## src/rtl/mips_mem_loader_pkg.sv

```systemverilog
// Shared types and helpers for the MIPS boot loader.
//   loader_state_t : top-level loader FSM states
//   byte_lane()    : picks byte k of a word in the configured endianness
package mips_loader_pkg;

   localparam int unsigned MAX_WORD_W = 64;

   typedef enum logic [2:0] {
      LOAD,
      WRITE,
      RUN,
      DRAIN,
      DONE
   } loader_state_t;

   // Byte k of a (zero-extended) word; k = 0 is the byte for the lowest address.
   function automatic logic [7:0] byte_lane(input logic [MAX_WORD_W-1:0] word,
                                            input int unsigned           k,
                                            input logic                  big_endian,
                                            input int unsigned           bytes);
      int unsigned lane;
      lane = big_endian ? (bytes - 1 - k) : k;
      return 8'(word >> (lane * 8));
   endfunction

endpackage

```

## src/rtl/mips_mem_loader_if.sv

```systemverilog
// Stream, memory write port and core-control signals of the boot loader.
//   master : loader side (drives s_ready, memory write port, cpu_run, last_pc, done, err)
//   slave  : host/memory/core side (drives s_valid, s_data, s_last, pc)
interface mips_mem_loader_if #(
   parameter int unsigned WORD_W   = 32,
   parameter int unsigned ADDR_W   = 10,
   parameter int unsigned NUM_MEMS = 2
);
   logic                s_valid;
   logic                s_ready;
   logic [WORD_W-1:0]   s_data;
   logic                s_last;
   logic [NUM_MEMS-1:0] mem_we;
   logic [ADDR_W-1:0]   mem_addr;
   logic [7:0]          mem_wdata;
   logic                cpu_run;
   logic [ADDR_W-1:0]   pc;
   logic [ADDR_W-1:0]   last_pc;
   logic                done;
   logic                err;

   modport master (
      input  s_valid, s_data, s_last, pc,
      output s_ready, mem_we, mem_addr, mem_wdata, cpu_run, last_pc, done, err
   );

   modport slave (
      output s_valid, s_data, s_last, pc,
      input  s_ready, mem_we, mem_addr, mem_wdata, cpu_run, last_pc, done, err
   );
endinterface

```

## src/rtl/mips_mem_loader_word_byte_serializer.sv

```systemverilog
// Latches one stream word and presents its bytes, lane-ordered, one per cycle.
//   clk, rst     : clock, async active-high reset
//   load         : capture word; byte 0 is on byte_out the next cycle
//   word         : word to serialise
//   busy         : a byte of the latched word is on byte_out
//   byte_out     : registered byte for the current cycle
//   last_byte_c  : byte_out holds the final byte of the word
module word_byte_serializer
   import mips_loader_pkg::*;
#(
   parameter int unsigned WORD_W     = 32,
   parameter int unsigned BIG_ENDIAN = 0
) (
   input  logic              clk,
   input  logic              rst,
   input  logic              load,
   input  logic [WORD_W-1:0] word,
   output logic              busy,
   output logic [7:0]        byte_out,
   output logic              last_byte_c
);
   localparam int unsigned BYTES = WORD_W / 8;
   localparam int unsigned IW    = (BYTES > 1) ? $clog2(BYTES) : 1;
   localparam logic        BE    = (BIG_ENDIAN != 0);

   logic [WORD_W-1:0] hold;
   logic [IW-1:0]     idx;

   assign last_byte_c = busy && (idx == IW'(BYTES - 1));

   // idx tracks which byte is currently on byte_out
   always_ff @(posedge clk or posedge rst) begin
      if (rst) begin
         hold     <= '0;
         idx      <= '0;
         busy     <= 1'b0;
         byte_out <= '0;
      end else if (load) begin
         hold     <= word;
         idx      <= '0;
         busy     <= 1'b1;
         byte_out <= byte_lane(MAX_WORD_W'(word), 0, BE, BYTES);
      end else if (busy) begin
         if (last_byte_c) begin
            busy <= 1'b0;
         end else begin
            idx      <= idx + IW'(1);
            byte_out <= byte_lane(MAX_WORD_W'(hold), 32'(idx) + 32'd1, BE, BYTES);
         end
      end
   end

endmodule

```

## src/rtl/mips_mem_loader.sv

```systemverilog
// Boot loader: streams words byte-serially into NUM_MEMS memories, then releases
// the core and raises done DRAIN_CYC+1 edges after pc reaches the last loaded word.
//   clk, rst : clock, async active-high reset
//   bus      : stream in (s_valid/s_ready/s_data/s_last), memory write port
//              (mem_we/mem_addr/mem_wdata), core control (cpu_run, pc, last_pc),
//              status (done, err)
module mips_mem_loader
   import mips_loader_pkg::*;
#(
   parameter int unsigned WORD_W     = 32,
   parameter int unsigned ADDR_W     = 10,
   parameter int unsigned NUM_MEMS   = 2,
   parameter int unsigned BIG_ENDIAN = 0,
   parameter int unsigned DRAIN_CYC  = 2
) (
   input  logic              clk,
   input  logic              rst,
   mips_mem_loader_if.master bus
);
   localparam int unsigned BYTES      = WORD_W / 8;
   localparam int unsigned BW         = ADDR_W + 1;  // base may sit one past the top
   localparam int unsigned OW         = ADDR_W + 2;
   localparam int unsigned SW         = (NUM_MEMS > 1) ? $clog2(NUM_MEMS) : 1;
   localparam int unsigned DW         = (DRAIN_CYC > 1) ? $clog2(DRAIN_CYC) : 1;
   localparam int unsigned DRAIN_LAST = (DRAIN_CYC > 0) ? DRAIN_CYC - 1 : 0;
   localparam logic [SW-1:0] LAST_SEL = SW'(NUM_MEMS - 1);
   localparam logic [OW-1:0] ADDR_TOP = OW'((1 << ADDR_W) - 1);

   loader_state_t state, state_d;
   logic [SW-1:0] sel;
   logic [BW-1:0] base;
   logic          lat_last;
   logic          lat_ovf;
   logic [DW-1:0] drain_cnt;
   logic          accept_c;
   logic          ovf_c;
   logic          ser_busy;
   logic          ser_last_c;
   logic [7:0]    ser_byte;
   logic          s_ready_d;
   logic          cpu_run_d;
   logic          done_d;

   assign accept_c = (state == LOAD) && bus.s_valid && !ser_busy;
   assign ovf_c    = (OW'(base) + OW'(BYTES - 1)) > ADDR_TOP;

   word_byte_serializer #(
      .WORD_W     (WORD_W),
      .BIG_ENDIAN (BIG_ENDIAN)
   ) u_ser (
      .clk         (clk),
      .rst         (rst),
      .load        (accept_c),
      .word        (bus.s_data),
      .busy        (ser_busy),
      .byte_out    (ser_byte),
      .last_byte_c (ser_last_c)
   );

   assign bus.mem_wdata = ser_byte;

   // State register
   always_ff @(posedge clk or posedge rst) begin
      if (rst) state <= LOAD;
      else     state <= state_d;
   end

   // Next-state logic
   always_comb begin
      state_d = state;
      case (state)
         LOAD:  if (accept_c) state_d = WRITE;
         WRITE: if (ser_last_c) state_d = (lat_last && (sel == LAST_SEL)) ? RUN : LOAD;
         RUN:   if (bus.pc == bus.last_pc) state_d = (DRAIN_CYC == 0) ? DONE : DRAIN;
         DRAIN: if (drain_cnt == DW'(DRAIN_LAST)) state_d = DONE;
         DONE:  state_d = DONE;
         default: state_d = LOAD;
      endcase
   end

   // Status outputs follow the next state so their registers line up with it
   always_comb begin
      s_ready_d = 1'b0;
      cpu_run_d = 1'b0;
      done_d    = 1'b0;
      case (state_d)
         LOAD:    s_ready_d = 1'b1;
         RUN,
         DRAIN:   cpu_run_d = 1'b1;
         DONE: begin
            cpu_run_d = 1'b1;
            done_d    = 1'b1;
         end
         default: ;
      endcase
   end

   // Registered outputs, segment/address counters and drain counter
   always_ff @(posedge clk or posedge rst) begin
      if (rst) begin
         sel          <= '0;
         base         <= '0;
         lat_last     <= 1'b0;
         lat_ovf      <= 1'b0;
         drain_cnt    <= '0;
         bus.s_ready  <= 1'b1;
         bus.mem_we   <= '0;
         bus.mem_addr <= '0;
         bus.cpu_run  <= 1'b0;
         bus.last_pc  <= '0;
         bus.done     <= 1'b0;
         bus.err      <= 1'b0;
      end else begin
         bus.s_ready <= s_ready_d;
         bus.cpu_run <= cpu_run_d;
         bus.done    <= done_d;
         drain_cnt   <= (state == DRAIN) ? drain_cnt + DW'(1) : '0;

         if (accept_c) begin
            lat_last     <= bus.s_last;
            lat_ovf      <= ovf_c;
            bus.mem_addr <= base[ADDR_W-1:0];
            if (ovf_c) begin
               // word is swallowed: no strobes, base holds, segment carries on
               bus.mem_we <= '0;
               bus.err    <= 1'b1;
            end else begin
               bus.mem_we <= NUM_MEMS'(1) << sel;
               if (sel == '0) bus.last_pc <= base[ADDR_W-1:0];
            end
         end else if (ser_last_c) begin
            bus.mem_we <= '0;
            if (lat_last) begin
               if (sel != LAST_SEL) begin
                  sel  <= sel + SW'(1);
                  base <= '0;
               end
            end else if (!lat_ovf) begin
               base <= base + BW'(BYTES);
            end
         end else if (ser_busy) begin
            bus.mem_addr <= bus.mem_addr + ADDR_W'(1);
         end
      end
   end

endmodule

```

## src/flat_wrapper.sv

```systemverilog
// flat-port wrapper written by rule: the top's interface ports become plain ports
module mips_mem_loader_flat import mips_loader_pkg::*;
#(
   parameter int unsigned WORD_W     = 32,
   parameter int unsigned ADDR_W     = 10,
   parameter int unsigned NUM_MEMS   = 2,
   parameter int unsigned BIG_ENDIAN = 0,
   parameter int unsigned DRAIN_CYC  = 2
)
  (clk, rst, bus_s_valid, bus_s_data, bus_s_last, bus_pc, bus_s_ready, bus_mem_we, bus_mem_addr, bus_mem_wdata, bus_cpu_run, bus_last_pc, bus_done, bus_err);
  mips_mem_loader_if #(.WORD_W(WORD_W), .ADDR_W(ADDR_W), .NUM_MEMS(NUM_MEMS)) bus_i ();
  input  logic clk;
  input  logic rst;
  input wire logic [$bits(bus_i.s_valid)-1:0] bus_s_valid;
  input wire logic [$bits(bus_i.s_data)-1:0] bus_s_data;
  input wire logic [$bits(bus_i.s_last)-1:0] bus_s_last;
  input wire logic [$bits(bus_i.pc)-1:0] bus_pc;
  output wire logic [$bits(bus_i.s_ready)-1:0] bus_s_ready;
  output wire logic [$bits(bus_i.mem_we)-1:0] bus_mem_we;
  output wire logic [$bits(bus_i.mem_addr)-1:0] bus_mem_addr;
  output wire logic [$bits(bus_i.mem_wdata)-1:0] bus_mem_wdata;
  output wire logic [$bits(bus_i.cpu_run)-1:0] bus_cpu_run;
  output wire logic [$bits(bus_i.last_pc)-1:0] bus_last_pc;
  output wire logic [$bits(bus_i.done)-1:0] bus_done;
  output wire logic [$bits(bus_i.err)-1:0] bus_err;
  assign bus_i.s_valid = bus_s_valid;
  assign bus_i.s_data = bus_s_data;
  assign bus_i.s_last = bus_s_last;
  assign bus_i.pc = bus_pc;
  assign bus_s_ready = bus_i.s_ready;
  assign bus_mem_we = bus_i.mem_we;
  assign bus_mem_addr = bus_i.mem_addr;
  assign bus_mem_wdata = bus_i.mem_wdata;
  assign bus_cpu_run = bus_i.cpu_run;
  assign bus_last_pc = bus_i.last_pc;
  assign bus_done = bus_i.done;
  assign bus_err = bus_i.err;
  mips_mem_loader #(.WORD_W(WORD_W), .ADDR_W(ADDR_W), .NUM_MEMS(NUM_MEMS), .BIG_ENDIAN(BIG_ENDIAN), .DRAIN_CYC(DRAIN_CYC)) u_core (.clk(clk), .rst(rst), .bus(bus_i));
endmodule
```

## config.mk

```make
export PLATFORM = sky130hd
export DESIGN_NAME = mips_mem_loader_flat
export DESIGN_NICKNAME = d
export VERILOG_FILES = /design/src/rtl/mips_mem_loader_pkg.sv /design/src/rtl/mips_mem_loader_if.sv /design/src/rtl/mips_mem_loader_word_byte_serializer.sv /design/src/rtl/mips_mem_loader.sv /design/src/flat_wrapper.sv
export SDC_FILE = /design/constraint.sdc
export NUM_CORES = 1
export LEC_CHECK = 0
export ABC_AREA = 0
export BUFFER_PORTS_ARGS = -buffer_cell sky130_fd_sc_hd__clkbuf_2
export CORE_MARGIN = 3
export CORE_UTILIZATION = 30
export DETAILED_ROUTE_END_ITERATION = 10
export PLACE_DENSITY = 0.47
export SLEW_MARGIN = 40
export SYNTH_ARGS = -nofsm -noshare
export SYNTH_HDL_FRONTEND = slang
export SYNTH_SLANG_ARGS = --single-unit
```

## constraint.sdc

```tcl
create_clock -name clk -period 3.1 [get_ports clk]
set_clock_uncertainty 0.2 [all_clocks]
set_input_delay 0.62 -clock clk [delete_from_list [all_inputs] [get_ports clk]]
set_output_delay 0.62 -clock clk [all_outputs]
set_load 0.1 [all_outputs]
```

## Yosys cells after proc, flatten, opt, wreduce, memory -nomap -nowiden

Index checks and enable logic that the tools add are counted.

| word-level totals | value |
|---|---|
| flip-flop bits (word level) | 87 |
| bits of input ports | 46 |
| word-level logic and storage cells | 86 |

| operators by class | value |
|---|---|
| order comparisons | 1 |
| bitwise operators | 3 |
| shifts and indexed selects | 2 |
| equality and inequality tests | 12 |
| reduce and logical (&&, ||, !) cells | 15 |
| multiplexer cells | 29 |
| add/subtract/negate cells | 7 |

Operator list:

| operator | count |
|---|---|
| 2-to-1 mux 11 bit | 3 |
| >> shifter 32 x 6 -> 8 bit | 1 |
| 2-to-1 mux 10 bit | 3 |
| 2-to-1 mux 8 bit | 3 |
| case mux 3 bit (5 select lines) | 1 |
| 2-to-1 mux 2 bit | 7 |
| adder 11 x 2 -> 12 bit, second input constant | 1 |
| equality test 3 x 2 -> 1 bit, second input constant | 4 |
| > comparator 12 x 10 -> 1 bit, second input constant | 1 |
| 2-to-1 mux 3 bit | 4 |
| adder 11 x 3 -> 11 bit, second input constant | 1 |
| adder 10 x 1 -> 10 bit, second input constant | 1 |
| equality test 10 bit | 1 |
| 2-to-1 mux 1 bit | 8 |
| equality test 3 bit, second input constant | 2 |
| logical NOT 3 bit | 2 |
| AND reduction 3 bit | 2 |
| logical AND 1 bit | 4 |
| != test 2 x 1 -> 1 bit, second input constant | 2 |
| AND reduction 2 bit | 2 |
| AND reduction 4 bit | 1 |
| nonzero test 2 bit | 2 |
| adder 2 x 1 -> 3 bit, second input constant | 1 |
| equality test 3 x 1 -> 1 bit, second input constant | 1 |
| other kinds (8) | 11 |

## Longest topological paths before layout

Gate-level depths: netlist of run 1.

| logic depth | value |
|---|---|
| word-level depth | 8 |
| gate-level depth with buffers | 6 |
| depth with buffers taken out | 5 |

## Cells and area by module

Synthesis of run 1 repeated with hierarchy kept, for this count alone.

| second synthesis, totals | value |
|---|---|
| cells, all modules | 316 |
| area, all modules | 3623.5 sq um |

By module, submodules not included:

| module | cells an instance | area an instance (sq um) | times used |
|---|---|---|---|
| mips_mem_loader | 188 | 2014.4 | 1 |
| word_byte_serializer | 128 | 1609.0 | 1 |

## Least setup slack after synthesis of run 1

Ideal clock, no wire load.

| path | value |
|---|---|
| path type | reg-to-reg |
| start point | register u_core.bus.mem_addr[0] |
| end point | register u_core.bus.mem_addr[6] |
| cell stages (with the launch flop) | 6 |
| data required time | 2.773 ns |
| slack | 0.847 ns |
| period minus slack after synthesis | 2.253 ns |
| data arrival time | 1.926 ns |
| cell sequence | dfrtp_1 ha_1 and3_1 nor2b_1 o21ai_0 a221o_1 |

| on the way | value |
|---|---|
| cells in the longest elaborated chain, start to end | 4 |

RTL lines:

| element | RTL line | text |
|---|---|---|
| start: declaration | mips_mem_loader_if.sv:24 | `output s_ready, mem_we, mem_addr, mem_wdata, cpu_run, last_pc, done, err` |
| start signal: assignment | mips_mem_loader.sv:122 | `bus.mem_addr <= base[ADDR_W-1:0];` |
| start signal: assignment | mips_mem_loader.sv:142 | `bus.mem_addr <= bus.mem_addr + ADDR_W'(1);` |
| adder 10 x 1 -> 10 bit | mips_mem_loader.sv:142 |  |
| 2-to-1 mux 10 bit | mips_mem_loader.sv:141 | `end else if (ser_busy) begin` |
| 2-to-1 mux 10 bit | mips_mem_loader.sv:131 | `end else if (ser_last_c) begin` |
| 2-to-1 mux 10 bit | mips_mem_loader.sv:119 | `if (accept_c) begin` |

No other way between the ends. The select of a mux whose other input is x is not followed.
A chain may end at the register's enable or synchronous reset.

## Worst setup path after layout of run 1

| path | value |
|---|---|
| start point | register u_core.u_ser.idx[1] |
| end point | register u_core.bus.mem_addr[3] |

| on the way | value |
|---|---|
| cells in the longest elaborated chain, start to end | 4 |

RTL lines:

| element | RTL line | text |
|---|---|---|
| start: declaration | mips_mem_loader_word_byte_serializer.sv:27 | `logic [IW-1:0] idx;` |
| start signal: assignment | mips_mem_loader_word_byte_serializer.sv:47 | `idx <= idx + IW'(1);` |
| equality test 2 bit | mips_mem_loader_word_byte_serializer.sv:29 | `assign last_byte_c = busy && (idx == IW'(BYTES - 1));` |
| logical AND 1 bit | mips_mem_loader_word_byte_serializer.sv:29 |  |
| != test 2 x 1 -> 1 bit (no line) | n/a |  |
| AND reduction 2 bit (no line) | n/a |  |

No other way between the ends.

==> flow_summary_export.csv, run 1 <==
group,metric,value,unit
run_status,run_status,"finished, final reports clean",
worst_hold_path,hp-class,"in -> async",
worst_setup_path,critPathLaunchType,"flip-flop",
power,seqPwrFrac,0.472,
cells_and_area,syn_to_final_growth,23.4,%
grt,grt_antenna_before_repair,0,
timing,slew_headroom,0.484,
cts,cts_root_buffer,"clkbuf_16",
timing,slew_violations,0,
routing,top_layer,"met4",
worst_setup_path,r2r_end,"u_core.bus.mem_addr[3]",
power,powerDensity,480,nW/um2
worst_setup_path,setup.worst_path.end,"u_core.bus.mem_addr[3]",
yosys,synthArstFlopShare,1.00,
floorplanning,io_pins,80,
yosys,synth_top_area_share,0.529,
grt,grtUsageTotal,0.145,
yosys,synth_top_area_cell,"dfrtp_1",
yosys,synth_adder_area_share,0.0107,
timing,setup_viol,0,
yosys,ys.flop_type,"dfrtp_1",
yosys,ys_warn_count,0,
routing,wl_per_cell,15.2,um
cts,cts_hold_buf,0,
placement,gp_congestion,0.803,
power,clkPwrFrac,0.495,
floorplanning,start_util,0.315,
yosys,yosysSeqAreaShare,0.536,
worst_setup_path,ff2ff_path_depth,4,
routing,first_iter_violations,135,
timing,tightestPinTransition,0.774,ns
placement,port_buffers,77,
routing,wl_met1,4290,um
flow_run,maxCapViolations,0,
yosys,netlist_top_cells_area,"dfrtp_1 53%, nand2_1 12%, o21ai_0 3.9%",
worst_setup_path,cp_data_required_time,3.11,ns
cts,cts_max_level,3,
floorplanning,coreArea,11100,um2
timing,fmax,0.411,GHz
worst_setup_path,worstSetupPathType,"reg -> reg",
grt,grt_max_degree,42,
grt,grt_pass1_wl,14900,um
timing,fin_setup_tns,0,ns
power,leakagePower,0.00225,uW
yosys,synth_top_family_by_area,"simple AND/OR/NAND/NOR gates",
yosys,synth_mux_area_frac,0.0611,
floorplanning,die_y,114,um
timing,hold_slack,0.110,ns
yosys,synth.most_common_cell,"nand2_1",
routing,wl,8900,um
worst_setup_path,reg2reg_slack,0.66,ns
timing,rsz0062_at_grt,"no",
yosys,synth_area_per_cell,9.51,um2
timing,period_needed,2.44,ns
cells_and_area,final_area,4320,um2
placement,placed_area,4030,um2
routing,wl_met2,4070,um
cts,ctsResizeCount,0,
cells_and_area,drive_above_1_share,0.253,
grt,grt_pass1_vias,2868,
yosys,synth_compound_area_frac,0.107,
worst_setup_path,end_kind,"flip-flop",
yosys,syn_inst,368,
cts,cts_tree,"yes",
yosys,synthXorXnorAreaFrac,0.0300,
routing,wl_met3,496,um
cts,post_cts_buffers,0,
yosys,ys_seq_elements,75,
routing,dr.pass1.iters,4,
yosys,syn_area,3500,um2
power,swShare,0.217,
cells_and_area,final_cells,586,
worst_setup_path,worstReg2RegStart,"u_core.u_ser.idx[1]",
yosys,yosysUniqueCellTypes,44,
worst_setup_path,cp-startpoint,"u_core.u_ser.idx[1]",
floorplanning,die-width,114,um
routing,drcViolationCount,0,
floorplanning,die_area,13000,um2
routing,via_per_inst,4.86,
grt,grt_overflow,0,
routing,ant_nets,0,
routing,vias,2848,
cells_and_area,final_util,0.388,
floorplanning,num_rows,38,
placement,place_inst,571,
cells_and_area,final_nets,491,
placement,hpwlAfterDp,6330,um
cts,clkTransAtPathRegs,0.06,ns
yosys,netlist_top_cells_count,"108 x nand2_1, 74 x dfrtp_1, 27 x o21ai_0",
yosys,synthSimpleGateAreaFrac,0.222,
timing,final.period_utilization,0.786,
cts,clock_latency,0.33,ns
worst_setup_path,worstPathMaxFanout,20,
cts,clock_sinks,75,
worst_setup_path,arrival,2.45,ns
cells_and_area,antenna_cells,0,
yosys,synth_edf_count,0,
timing,hold_viol,0,
power,peakVddDrop,0.268,mV
power,p_comb_frac,0.033,
power,p_int,1620,uW
cts,clockBufferDepth,2,
power,switching_power,450,uW
cts,cts_made_buffers,9,
## per-layer routing
| layer | GRT usage | vias to the layer above |
|---|---|---|
| met5 | 0 | - |
| met4 | 0.0451 | 0 |
| met3 | 0.0334 | 4 |
| met2 | 0.223 | 90 |
| met1 | 0.204 | 1350 |
| li1 | - | 1404 |
## critical path, cell delays in order, from the launching register on
cell and delay, ns:
dfrtp_1 0.67, ha_1 0.30, nand2b_1 0.63, o21ai_0 0.19, a221o_1 0.32
## kinds of logic after synthesis
group,Yosys count
buffers and inverters,25
other,1
AO/OA/AOI/OAI,60
multiplexers,17
XOR/XNOR,12
adder cells (fa/ha/maj),3
AND/OR/NAND/NOR,175
flip-flops,75
## power groups by stage
stage,clock [uW],combinational [uW],sequential [uW]
CTS,1060,70.7,979
global placement,0,69.7,997
detailed placement,0,70.3,997
floorplan,0,30.7,997
finish,1030,68.4,979
global route,1110,77.5,978
## worst min path at each step
stage | start | end | depth (start not counted)
6_report | rst | u_core.lat_ovf | 3
5_1_grt | rst | u_core.lat_ovf | 3
4_1_cts | rst | u_core.u_ser.hold[15] | 3
3_5_place_dp | u_core.drain_cnt | u_core.drain_cnt | 1
3_3_place_gp | u_core.drain_cnt | u_core.drain_cnt | 1
2_1_floorplan | u_core.drain_cnt | u_core.drain_cnt | 1
## stage by stage
step	total power [uW]	worst slack [ns]
floorplan	1030	0.372
global placement	1070	0.696
detailed placement	1070	0.669
CTS	2110	0.649
global route	2170	0.411
finish	2070	0.665
## flip-flops by register name, indices dropped and copies added, names as in the netlist
name	count
u_core.bus.mem_addr	10
u_core.bus.cpu_run	1
u_core.base	9
u_core.bus.last_pc	8
u_core.bus.mem_we	2
u_core.bus.s_ready	1
u_core.bus.err	1
u_core.sel	1
u_core.drain_cnt	1
u_core.state	3
u_core.bus.done	1
u_core.lat_ovf	1
u_core.u_ser.hold	24
u_core.lat_last	1
u_core.u_ser.byte_out	8
u_core.u_ser.busy	1
u_core.u_ser.idx	2
## placed cells by master, fill, tap and decap left out, types with 7 or more instances in the layout
master,count
a21oi_1,9
clkbuf_16,9
clkbuf_2,77
dfrtp_1,74
mux2_4,8
mux2i_1,8
nand2_1,108
nand3_1,10
nand4_1,7
nor2_1,18
o21ai_0,27
xor2_1,12
## layout make-up
type	instances	area, um2
flip-flops and latches	75	1880
well taps	140	175
inverters	4	15.0
fillers	1148	6810
repair buffers	83	443
multi-input cells	269	1520
clock inverters	6	66.3
clock buffers	9	225
(Power assumes the default switching activity.)
==> run 2, diff against run 1 <==
--- a/config.mk
+++ b/config.mk
@@ -10,7 +10,7 @@
 export CORE_MARGIN = 3
 export CORE_UTILIZATION = 30
 export DETAILED_ROUTE_END_ITERATION = 10
-export PLACE_DENSITY = 0.47
+export PLACE_DENSITY = 0.49
 export SLEW_MARGIN = 40
 export SYNTH_ARGS = -nofsm -noshare
 export SYNTH_HDL_FRONTEND = slang
==> constraint.sdc (replaced) <==
create_clock -name clk -period 2.17 [get_ports clk]
set_clock_uncertainty 0.2 [all_clocks]
set_input_delay 0.434 -clock clk [delete_from_list [all_inputs] [get_ports clk]]
set_output_delay 0.434 -clock clk [all_outputs]
set_load 0.1 [all_outputs]
==> run 2 against run 1 <==
Against the previous run: the flow now finishes with violations (hold timing); non-clock buffer count is 6 higher; largest cell class unchanged; critical endpoint is now u_core.bus.last_pc[4]; fmax is 25% higher; critical path depth stayed put; sequential share of layout area is 1.1 points lower; power is 57% higher; critical path type unchanged.
==> flow_summary_export.csv, run 2 (synthesis results as in run 1) <==
group,metric,value,unit
run_status,run_status,"complete, but fails checks",
run_status,violations,"hold timing",
routing,wl,8780,um
cts,cts_made_buffers,9,
routing,wl_met3,554,um
worst_setup_path,critPathBufInv,0,
floorplanning,die-width,114,um
cts,cts_max_level,3,
timing,hold_slack,-0.00420,ns
timing,slew_headroom,0.637,
floorplanning,io_pins,80,
cts,post_cts_buffers,0,
floorplanning,die_y,114,um
power,peakVddDrop,0.353,mV
timing,rsz0062_at_grt,"no",
worst_setup_path,arrival,1.96,ns
worst_setup_path,cpPeakStageDelay,0.54,ns
cells_and_area,antenna_cells,0,
cts,cts_tree,"yes",
grt,grt_max_degree,76,
timing,hold_viol,2,
worst_setup_path,cp_top_family,"simple AND/OR/NAND/NOR gates",
grt,grt_overflow,0,
timing,fmax,0.513,GHz
timing,period_needed,1.95,ns
floorplanning,coreArea,11100,um2
routing,top_layer,"met4",
cells_and_area,syn_to_final_growth,26.6,%
power,leakagePower,0.00231,uW
cts,clock_latency,0.33,ns
grt,grt_antenna_before_repair,0,
routing,via_per_inst,4.74,
cells_and_area,final-seq-area,1880,um2
worst_setup_path,worstSetupPathType,"reg -> reg",
cts,ctsResizeCount,0,
worst_setup_path,reg2reg_slack,0.22,ns
cts,clkTransAtPathRegs,0.06,ns
worst_setup_path,critPathSlowestCell,"or3_1",
cells_and_area,reg_top3,"u_core.u_ser.hold x24, u_core.bus.mem_addr x10, u_core.base x9",
cells_and_area,largest_register_ffs,24,
cells_and_area,multi_input_area,1520,um2
power,powerDensity,733,nW/um2
power,clkPwrFrac,0.540,
power,p_int,2620,uW
cts,clockBufferDepth,2,
floorplanning,start_util,0.315,
placement,port_buffers,77,
grt,grt_pass1_vias,2768,
timing,tightestPinTransition,0.546,ns
placement,gp_congestion,0.783,
cts,cts_root_buffer,"clkbuf_16",
cts,cts_hold_buf,0,
routing,drcViolationCount,0,
power,swShare,0.193,
routing,ant_nets,0,
placement,placed_area,4080,um2
worst_hold_path,hp-class,"in -> async",
cts,clock_sinks,75,
timing,fin_setup_tns,0,ns
cells_and_area,drive_above_1_share,0.267,
routing,wl_met1,4180,um
timing,final.period_utilization,0.899,
routing,wl_met2,3990,um
worst_setup_path,end_kind,"flip-flop",
worst_setup_path,worstPathMaxFanout,9,
worst_setup_path,cp_data_required_time,2.18,ns
worst_setup_path,worstReg2RegStart,"u_core.u_ser.busy",
cells_and_area,final_cell_mix,"108 x nand2_1, 77 x clkbuf_2, 72 x dfrtp_1",
flow_run,maxCapViolations,0,
floorplanning,num_rows,38,
power,switching_power,629,uW
cells_and_area,fillers,1148,
routing,dr.pass1.iters,4,
placement,hpwlAfterDp,6140,um
cells_and_area,final_area,4430,um2
power,p_comb_frac,0.030,
worst_setup_path,critPathLaunchType,"flip-flop",
worst_setup_path,ff2ff_path_depth,4,
power,seqPwrFrac,0.430,
timing,setup_viol,0,
grt,grt_pass1_wl,14400,um
routing,vias,2810,
cells_and_area,largest_register,"u_core.u_ser.hold",
worst_setup_path,crit_chain,"nor2_1, nand3_1, or3_1, mux2_4",
cells_and_area,layout_commonest_cell,"nand2_1",
grt,grtUsageTotal,0.142,
worst_setup_path,r2r_end,"u_core.bus.last_pc[4]",
timing,slew_violations,0,
floorplanning,die_area,13000,um2
routing,wl_per_cell,14.8,um
routing,first_iter_violations,142,
cells_and_area,final_nets,497,
run 2: how the worst max path moves through the flow:
| stage | start | to | slack (ns) | cells after the start |
|---|---|---|---|---|
| 2_1_floorplan | u_core.bus.mem_addr[3] | u_core.bus.mem_addr[6] | 0.06 | 4 |
| 4_1_cts | u_core.u_ser.busy | u_core.bus.last_pc[9] | 0.21 | 4 |
| 5_1_grt | u_core.u_ser.busy | u_core.bus.last_pc[7] | 0.11 | 4 |
| 3_3_place_gp | u_core.u_ser.busy | u_core.bus.last_pc[9] | 0.24 | 4 |
| 3_5_place_dp | u_core.u_ser.busy | u_core.bus.last_pc[9] | 0.21 | 4 |
| 6_report | u_core.u_ser.busy | u_core.bus.last_pc[4] | 0.22 | 4 |
run 2: power groups by stage:
| stage | clock network (uW) | logic, uW | registers, uW |
|---|---|---|---|
| 2_1_floorplan | 0 | 44.2 | 1420 |
| 6_report | 1760 | 96.6 | 1400 |
| 3_5_place_dp | 0 | 98.9 | 1420 |
| 4_1_cts | 1810 | 99.5 | 1400 |
| 5_1_grt | 1860 | 109 | 1400 |
| 3_3_place_gp | 0 | 99.4 | 1420 |
run 2: layout make-up:
| type | count | area share |
|---|---|---|
| Clock buffer | 12 | 0.0579 |
| Clock inverter | 4 | 0.0220 |
| Inverter | 4 | 0.00423 |
| Multi-Input combinational cell | 269 | 0.342 |
| Sequential cell | 75 | 0.424 |
| Tap cell | 140 | 0.0395 |
| Timing Repair Buffer | 89 | 0.110 |
run 2: through the flow:
stage | util | setup WS, ns | total power, uW | std cells
after global placement | 0.367 | 0.245 | 1520 | 577
final | 0.398 | 0.219 | 3250 | 593
after CTS | 0.398 | 0.207 | 3310 | 593
after floorplan | - | 0.0583 | 1470 | 369
after global routing | 0.398 | 0.113 | 3370 | 593
after detailed placement | 0.367 | 0.211 | 1520 | 577
run 2: routing by layer:
layer  track usage  vias to the layer above
li1              -                     1417
met1         0.199                     1309
met2         0.214                       78
met3        0.0456                        6
met4        0.0317                        0
met5             0                        -
run 2: worst min-delay path, stage by stage:
cell and delay, ns:
clkbuf_2 0.10, clkinvlp_4 0.07, buf_12 0.33
==> run 3, diff against run 2 <==
--- a/config.mk
+++ b/config.mk
@@ -11,6 +11,7 @@
 export CORE_UTILIZATION = 30
 export DETAILED_ROUTE_END_ITERATION = 10
 export PLACE_DENSITY = 0.49
+export RECOVER_POWER = 100
 export SLEW_MARGIN = 40
 export SYNTH_ARGS = -nofsm -noshare
 export SYNTH_HDL_FRONTEND = slang
==> run 3 against run 2 <==
Against the previous run: the run now ends clean; die area is the same; register-to-register slack is essentially flat; design area fell by 1.2%.
==> flow_summary_export.csv, run 3 (synthesis results as in run 1) <==
group,metric,value,unit
grt,grt_antenna_before_repair,0,
worst_setup_path,worstPathMaxFanout,15,
placement,place_ws,0.211,ns
routing,drcViolationCount,0,
timing,slew_headroom,0.303,
cells_and_area,largest_register,"u_core.u_ser.hold",
power,powerDensity,741,nW/um2
cts,clock_latency,0.33,ns
floorplanning,die_area,13000,um2
floorplanning,die-width,114,um
worst_setup_path,cp-startpoint,"u_core.u_ser.idx[0]",
worst_hold_path,hp-class,"in -> reg",
worst_setup_path,cpPeakStageDelay,0.37,ns
power,peakVddDrop,0.354,mV
floorplanning,coreArea,11100,um2
worst_setup_path,worstReg2RegStart,"u_core.u_ser.idx[0]",
grt,grt_overflow,0,
placement,gp_congestion,0.783,
worst_setup_path,end_kind,"flip-flop",
grt,grt_pass1_wl,14400,um
cells_and_area,fillers,1163,
worst_setup_path,worstSetupPathType,"reg -> reg",
placement,port_buffers,77,
worst_setup_path,critPathSlowestCell,"dfrtp_1",
floorplanning,start_util,0.315,
timing,hold_viol,0,
cts,cts_tree,"yes",
power,total_power,3250,uW
cts,clock_sinks,75,
routing,vias,2819,
worst_setup_path,critPathLaunchType,"flip-flop",
routing,dr.pass1.iters,4,
cells_and_area,final_nets,497,
grt,grt_max_degree,76,
cells_and_area,antenna_cells,0,
worst_setup_path,critPathBufInv,1,
worst_hold_path,min_from,"bus_s_data[11]",
timing,fin_setup_tns,0,ns
timing,final.period_utilization,0.902,
cells_and_area,final_cell_mix,"109 x nand2_1, 77 x clkbuf_2, 72 x dfrtp_1",
cts,clkTransAtPathRegs,0.06,ns
power,leakagePower,0.00228,uW
worst_setup_path,crit_chain,"ha_1, nor2b_1, clkbuf_2, and3_1, a311o_1, o211ai_1",
worst_setup_path,cp_data_required_time,2.18,ns
routing,wl_per_cell,14.9,um
timing,setup_ws,0.212,ns
floorplanning,num_rows,38,
cells_and_area,drive_above_1_share,0.241,
cells_and_area,syn_to_final_growth,25.1,%
cells_and_area,reg_top3,"u_core.u_ser.hold x24, u_core.bus.mem_addr x10, u_core.base x9",
floorplanning,die_y,114,um
cells_and_area,layout_commonest_cell,"nand2_1",
cts,post_cts_buffers,0,
floorplanning,io_pins,80,
grt,grtUsageTotal,0.142,
cts,cts_max_level,3,
cells_and_area,largest_register_ffs,24,
run_status,run_status,"finished, final reports clean",
cts,ctsResizeCount,0,
timing,tightestPinTransition,1.05,ns
cts,cts_root_buffer,"clkbuf_16",
timing,rsz0062_at_grt,"no",
timing,fmax,0.511,GHz
worst_setup_path,cp_top_family,"simple AND/OR/NAND/NOR gates",
placement,hpwlAfterDp,6140,um
routing,first_iter_violations,152,
cts,clockBufferDepth,2,
routing,wl,8820,um
cts,cts_made_buffers,9,
worst_setup_path,arrival,1.96,ns
routing,ant_nets,0,
grt,grt_pass1_vias,2768,
timing,slew_violations,0,
timing,period_needed,1.96,ns
cts,cts_hold_buf,0,
timing,setup_viol,0,
flow_run,maxCapViolations,0,
routing,via_per_inst,4.75,
==> run 3: cell count changes in the layout (fill, tap and decap cells not counted) <==
| cell | before | now |
|---|---|---|
| buf_12 | 1 | 0 |
| nand2_1 | 108 | 109 |
| clkbuf_4 | 0 | 1 |
| a31o_2 | 2 | 1 |
| clkbuf_1 | 1 | 3 |
| mux2_1 | 0 | 8 |
| buf_4 | 11 | 9 |
| mux2_4 | 8 | 0 |
| nand2_2 | 1 | 0 |
| a31o_1 | 0 | 1 |
==> run 3: report_power, final <==
group	switching [uW]	internal, uW
Sequential	0	1400
Combinational	59.8	33.3
Clock	568	1190
==> run 3: per-stage QoR <==
step	std cells	util	hold WS, ns	instance area [um2]
finish	593	0.394	0.0909	4380
global route	593	0.394	0.0806	4380
CTS	593	0.398	0.0168	4430
detailed placement	577	0.367	0.249	4080
global placement	577	0.367	0.251	4080
floorplan	369	-	0.232	3510
==> run 3: final cells by class <==
class | count | area, um2 | share of cell area
timing repair buffer | 89 | 468 | 0.107
clock inverter | 4 | 97.6 | 0.0223
multi-input combinational | 269 | 1480 | 0.339
tap | 140 | 175 | 0.0400
clock buffer | 12 | 256 | 0.0586
sequential | 75 | 1880 | 0.429
inverter | 4 | 18.8 | 0.00428
==> run 3: path summary, 6_finish.rpt <==
kind / slack (ns) / cells past startpoint / endpoint
max: 0.21 / 6 / u_core.bus.mem_addr[9]
min: 0.09 / 3 / u_core.u_ser.hold[11]
max reg2reg: 0.21 / 6 / u_core.bus.mem_addr[9]
min reg2reg: 0.26 / 1 / u_core.drain_cnt
max in group asynchronous: 0.77 / 3 / u_core.bus.mem_addr[1]
min in group asynchronous: 0.29 / 3 / u_core.bus.err
==> run 3: metal layers <==
metal  GRT usage  vias up  part of all wire
li1            -     1420                 -
met1       0.199     1307              0.47
met2       0.214       86              0.45
met3      0.0456        6             0.065
met4      0.0317        0            0.0069
met5           0        -                 0
==> run 3: worst reg2reg max path: cells and delay by family, from the launching register on <==
kind / cells / cell delay, ns
adder cells (fa/ha/maj): 1 / 0.23
AO/OA/AOI/OAI: 2 / 0.27
AND/OR/NAND/NOR: 2 / 0.43
buffers and inverters: 1 / 0.34
flip-flops: 1 / 0.37
